[src/rtl/bank_sched_pkg.sv]
// bank_sched_pkg: lock timing and op encoding shared by the bank scheduler.
package bank_sched_pkg;

    localparam int LOCK_W = 2;

    localparam logic [LOCK_W-1:0] WR_LOCK  = 2'd2;
    localparam logic [LOCK_W-1:0] RD_LOCK  = 2'd3;
    // Lock value one cycle before sense-amp enable, so the registered rsp_valid lines up with sa_en.
    localparam logic [LOCK_W-1:0] RSP_LOCK = RD_LOCK - 2'd1;

    typedef enum logic {
        OP_RD = 1'b0,
        OP_WR = 1'b1
    } op_e;

    function automatic logic [LOCK_W-1:0] lock_load(input op_e op);
        return (op == OP_WR) ? WR_LOCK : RD_LOCK;
    endfunction

endpackage

[src/rtl/bank_sched_arb.sv]
// bank_sched_arb: one-hot grant plus encoded id from the eligible vector.
// RR_ARB_EN selects round-robin starting at rr_ptr; otherwise the lowest eligible index wins.
module bank_sched_arb #(
    parameter  int N_REQ = 4,
    localparam int ID_W  = $clog2(N_REQ)
) (
`ifdef RR_ARB_EN
    input  logic             clk,
    input  logic             rst_n,
`endif
    input  logic [N_REQ-1:0] i_elig,
    output logic [N_REQ-1:0] o_gnt,
    output logic [ID_W-1:0]  o_id
);

`ifdef RR_ARB_EN
    logic [ID_W-1:0] r_rr_ptr;
    logic            w_found;
    int              w_idx;

    always_comb begin
        o_gnt   = '0;
        o_id    = '0;
        w_found = 1'b0;
        w_idx   = 0;
        for (int k = 0; k < N_REQ; k++) begin
            w_idx = (int'(r_rr_ptr) + k) % N_REQ;
            if (!w_found && i_elig[w_idx]) begin
                w_found = 1'b1;
                o_gnt   = N_REQ'(1) << w_idx;
                o_id    = ID_W'(w_idx);
            end
        end
    end

    // Any eligible requester is granted and handshakes, so the pointer advances on |i_elig.
    always_ff @(posedge clk or negedge rst_n) begin
        if (!rst_n)
            r_rr_ptr <= '0;
        else if (|i_elig)
            r_rr_ptr <= (int'(o_id) + 1 == N_REQ) ? '0 : o_id + 1'b1;
    end
`else
    always_comb begin
        o_gnt = '0;
        o_id  = '0;
        for (int k = N_REQ - 1; k >= 0; k--) begin
            if (i_elig[k]) begin
                o_gnt = N_REQ'(1) << k;
                o_id  = ID_W'(k);
            end
        end
    end
`endif

endmodule

[src/rtl/bank_sched.sv]
// bank_sched: arbitrates requesters onto SRAM banks, issues w_en/r_en pulses, tracks bank locks
// and pending reads. Define RR_ARB_EN for round-robin arbitration (fixed priority otherwise).
module bank_sched
    import bank_sched_pkg::*;
#(
    parameter  int N_REQ     = 4,
    parameter  int NUM_BANKS = 4,
    localparam int ID_W      = $clog2(N_REQ),
    localparam int BANK_W    = $clog2(NUM_BANKS)
) (
    input  logic                    clk,
    input  logic                    rst_n,
    input  logic [N_REQ-1:0]        req_valid,
    input  logic [N_REQ-1:0]        req_we,
    input  logic [N_REQ*BANK_W-1:0] req_bank,
    output logic [N_REQ-1:0]        req_ready,
    output logic                    gnt_valid,
    output logic [ID_W-1:0]         gnt_id,
    output logic [NUM_BANKS-1:0]    bank_w_en,
    output logic [NUM_BANKS-1:0]    bank_r_en,
    output logic                    rsp_valid,
    output logic [ID_W-1:0]         rsp_id,
    output logic [BANK_W-1:0]       rsp_bank
);

    logic [LOCK_W-1:0]    r_lock    [NUM_BANKS];
    logic [ID_W-1:0]      r_slot_id [NUM_BANKS];
    logic [NUM_BANKS-1:0] r_slot_vld;

    logic [N_REQ-1:0]     w_elig;
    logic [N_REQ-1:0]     w_gnt;
    logic [ID_W-1:0]      w_id;
    logic [BANK_W-1:0]    w_bank;
    logic                 w_hs;
    op_e                  w_op;
    logic                 w_rsp_hit;
    logic [ID_W-1:0]      w_rsp_id;
    logic [BANK_W-1:0]    w_rsp_bank;

    // Out-of-range bank indices are never eligible when NUM_BANKS is not a power of two.
    always_comb begin
        w_elig = '0;
        for (int i = 0; i < N_REQ; i++) begin
            w_elig[i] = req_valid[i]
                && ({1'b0, req_bank[i*BANK_W +: BANK_W]} < (BANK_W + 1)'(NUM_BANKS))
                && (r_lock[req_bank[i*BANK_W +: BANK_W]] == '0);
        end
    end

    bank_sched_arb #(
        .N_REQ (N_REQ)
    ) u_arb (
`ifdef RR_ARB_EN
        .clk    (clk),
        .rst_n  (rst_n),
`endif
        .i_elig (w_elig),
        .o_gnt  (w_gnt),
        .o_id   (w_id)
    );

    assign req_ready = w_gnt;
    assign w_hs      = |w_gnt;
    assign w_bank    = req_bank[int'(w_id)*BANK_W +: BANK_W];
    assign w_op      = op_e'(req_we[w_id]);

    always_comb begin
        w_rsp_hit  = 1'b0;
        w_rsp_id   = '0;
        w_rsp_bank = '0;
        for (int b = 0; b < NUM_BANKS; b++) begin
            if (r_slot_vld[b] && r_lock[b] == RSP_LOCK) begin
                w_rsp_hit  = 1'b1;
                w_rsp_id   = r_slot_id[b];
                w_rsp_bank = BANK_W'(b);
            end
        end
    end

    always_ff @(posedge clk or negedge rst_n) begin
        if (!rst_n) begin
            r_slot_vld <= '0;
            for (int b = 0; b < NUM_BANKS; b++) begin
                r_lock[b]    <= '0;
                r_slot_id[b] <= '0;
            end
        end else begin
            for (int b = 0; b < NUM_BANKS; b++) begin
                if (w_hs && w_bank == BANK_W'(b)) begin
                    r_lock[b]     <= lock_load(w_op);
                    r_slot_vld[b] <= (w_op == OP_RD);
                    r_slot_id[b]  <= w_id;
                end else begin
                    if (r_lock[b] != '0)
                        r_lock[b] <= r_lock[b] - 1'b1;
                    if (r_lock[b] == RSP_LOCK)
                        r_slot_vld[b] <= 1'b0;
                end
            end
        end
    end

    always_ff @(posedge clk or negedge rst_n) begin
        if (!rst_n) begin
            gnt_valid <= 1'b0;
            gnt_id    <= '0;
            bank_w_en <= '0;
            bank_r_en <= '0;
            rsp_valid <= 1'b0;
            rsp_id    <= '0;
            rsp_bank  <= '0;
        end else begin
            gnt_valid <= w_hs;
            gnt_id    <= w_id;
            bank_w_en <= (w_hs && w_op == OP_WR) ? NUM_BANKS'(1) << w_bank : '0;
            bank_r_en <= (w_hs && w_op == OP_RD) ? NUM_BANKS'(1) << w_bank : '0;
            rsp_valid <= w_rsp_hit;
            rsp_id    <= w_rsp_id;
            rsp_bank  <= w_rsp_bank;
        end
    end

endmodule

[config.mk]
export PLATFORM = sky130hd
export DESIGN_NAME = bank_sched
export DESIGN_NICKNAME = d
export VERILOG_FILES = /design/src/rtl/bank_sched_pkg.sv /design/src/rtl/bank_sched_arb.sv /design/src/rtl/bank_sched.sv
export SDC_FILE = /design/constraint.sdc
export NUM_CORES = 1
export LEC_CHECK = 0
export CAP_MARGIN = 15
export CORE_UTILIZATION = 40
export CTS_CLUSTER_SIZE = 12
export DETAILED_ROUTE_END_ITERATION = 10
export SLEW_MARGIN = 30
export SYNTH_ARGS = -nofsm -noshare
export SYNTH_HDL_FRONTEND = slang
export SYNTH_SLANG_ARGS = --single-unit
[constraint.sdc]
create_clock -name clk -period 3.4 [get_ports clk]
set_input_delay 1.02 -clock clk [delete_from_list [all_inputs] [get_ports clk]]
set_output_delay 1.02 -clock clk [all_outputs]
set_load 0.01 [all_outputs]
==> impl_metrics.ini <==
[layout]
fillCellCount = 367
num-nets-final = 257
diodes = 0
layout_commonest_cell = dfrtp_1
fin_area_um2 = 2620
area_growth_pct = 37.7
final_cell_mix = dfrtp_1 (36), clkdlybuf4s50_1 (28), buf_4 (22)
drive_gt1_frac = 0.241

[timing]
whs_ns = 0.482
min_period_over_period = 0.979
rsz0062_at_grt = false
final-setup-viol-count = 0
maxSlewViolCount = 0
min_period_ns = 3.33
hold_viol = 0
setup_tns_ns = 0
worstMarginPinSlew_ns = 0.455
fmax_mhz = 300
slew_headroom = 0.697
final.setup_skew_ns = 0.00274

[routing]
viasPerCell = 5.07
finalWirelength_um = 4050
drc = 5
drt_iter0_drc = 94
ant_nets = 0
wl_per_cell_um = 14.3
first_pass_iters = 9
vias = 1439

[clock_tree]
h-tree-depth = 2
insertion_delay_ns = 0.28
post_cts_buffers = 0
cts_buffers = 5
cts_tree = built
root_buffer = clkbuf_8
clockBufferDepth = 2
clkSinkCount = 36
clk_pin_slew_ns = 0.07

[synth]
synth.largest_area_cell = dfrtp_1
syn-num-nets = 191
yosysUniqueCellTypes = 36
synth.avg_cell_area_um2 = 11.5
synth_warnings = 0
synth_seq_area_share = 0.474
synth_area_um2 = 1900
synth_area_leaders = dfrtp_1 (47%), mux2i_1 (8.9%), ha_1 (5.3%), nor2_1 (3.2%), mux2_2 (3.0%)
syn_inst = 165
ys_seq_elements = 36
yosys.area.top_type_share = 0.474

[power]
switching_power_mw = 0.806
internal_power_mw = 1.42
clockPowerShare = 0.164
power_density_nw_per_um2 = 850
ir_drop_v = 0.000366
swShare = 0.362
p_comb_frac = 0.508
cellLeakagePower_nw = 1.33
power_frac_seq = 0.329

[place]
hpwl_um = 3110
io_buffers = 37
gp_congestion = 0.818
placed_area_um2 = 2510

[global_routing]
grt_pass1_vias = 1544
grt_antenna_before_repair = 0
grt_start_max_net_pins = 37
grt_overflow_total = 0
grt_pass1_wl_um = 7060
track_usage = 0.180

[worst_hold_path]
hp-start = r_slot_id[1]$_DFFE_PN0P_
holdPathStages = 1
hold_class = reg2reg

[run_status]
violations = design-rule violations
status = finished, violations left

[setup_path]
required_ns = 2.38
worstSetupStartpointType = input port
worst-r2r-cell-count = 9
critPathKind = in2out
cp-startpoint = req_bank[3]
worst_setup_path_end_kind = primary output
cp.arrival_ns = 2.31
r2r_start = r_lock[2]$_DFFE_PN0P_
cp_max_fo = 4

[floorplan]
die_w_um = 71.0
die_h_um = 71.0
ios = 38
placeableCoreArea_um2 = 4470
row_count = 24
die-area_um2 = 5030
initial_core_util = 0.425

[job]
maxCapViolCount = 0
## synthesized netlist by cell type
cell / instances
o211ai_4: 1
nand2_2: 2
o22a_1: 2
or2_2: 1
mux2i_1: 17
a21oi_1: 8
a22o_2: 1
mux4_2: 1
mux2_1: 2
mux2i_2: 1
a21o_1: 1
xor2_1: 4
nand3b_4: 2
o22ai_1: 1
o211ai_1: 1
nor2_1: 16
nor3_1: 7
ha_1: 8
a21oi_4: 1
nand3_1: 2
nand3_2: 1
nand2_1: 12
clkbuf_1: 1
mux2_2: 5
a211oi_4: 1
nand4_1: 1
a32o_1: 1
nand2b_1: 6
a211oi_2: 1
mux2_4: 3
nor2_2: 1
inv_1: 12
nor3b_4: 1
and2_1: 2
dfrtp_1: 36
a32oi_1: 2
## layer usage
metal	GRT usage	vias to the layer above	wire [um]
met4	0.0600	0	56
met2	0.331	53	2070
li1	-	701	-
met1	0.213	680	1750
met3	0.0313	5	179
met5	0	-	0
## power by group through the flow
stage | logic, mW | registers (mW) | clock network [mW]
CTS | 1.14 | 0.730 | 0.373
finish | 1.13 | 0.731 | 0.364
global route | 1.24 | 0.757 | 0.389
floorplan | 0.684 | 0.736 | 0
detailed placement | 1.14 | 0.735 | 0
global placement | 1.10 | 0.725 | 0
## flip-flops by register name, indices dropped and copies added (netlist names), 2 cells and up
signal      flops
rsp_id          2
r_slot_vld      4
gnt_id          2
r_slot_id       8
r_lock          8
rsp_bank        2
bank_r_en       4
bank_w_en       4
## per-stage QoR
step / std cells / util / total power, mW / setup WS [ns]
floorplan: 165 / - / 1.42 / 0.295
global placement: 276 / 0.560 / 1.83 / -0.447
detailed placement: 276 / 0.560 / 1.88 / -0.478
CTS: 284 / 0.584 / 2.24 / 0.0453
global route: 284 / 0.585 / 2.39 / 0.00753
finish: 284 / 0.585 / 2.23 / 0.0721
## logic make-up after synthesis
logic type	Yosys count	share of synthesized area
AO/OA/AOI/OAI	21	0.0980
XOR/XNOR	4	0.0184
adder cells (fa/ha/maj)	8	0.0526
buffers and inverters	13	0.0257
flip-flops	36	0.474
multiplexers	29	0.174
AND/OR/NAND/NOR	54	0.158
## path summary, 6_finish.rpt
check | slack, ns | end
max | 0.07 | req_ready[1]
min | 0.48 | r_slot_id[1]$_DFFE_PN0P_
max reg2reg | 0.71 | r_slot_id[2]$_DFFE_PN0P_
min reg2reg | 0.48 | r_slot_id[1]$_DFFE_PN0P_
max in group asynchronous | 1.93 | r_lock[0]$_DFFE_PN0P_
min in group asynchronous | 1.16 | bank_r_en[2]$_DFF_PN0_
## layout make-up
type,instances,area [um2],area share
Multi-Input combinational cell,116,962,0.367
Sequential cell,36,901,0.344
Timing Repair Buffer,60,538,0.205
Clock buffer,6,72.6,0.0277
Tap cell,52,65.1,0.0248
Inverter,12,45.0,0.0172
Clock inverter,2,35.0,0.0134
## worst max-delay path: stages
cell	delay, ns
dlygate4sd2_1	0.23
mux4_2	0.52
nand2_2	0.10
buf_6	0.12
nor2_1	0.04
dlygate4sd2_1	0.28
## repair_timing
item	4_1_cts	5_1_grt
hold buffers	0	0
gates resized for setup	12	3
pin swaps	2	1
setup endpoints to repair	4	3
hold endpoints to repair	0	0
Power figures use the tool's default switching activity.
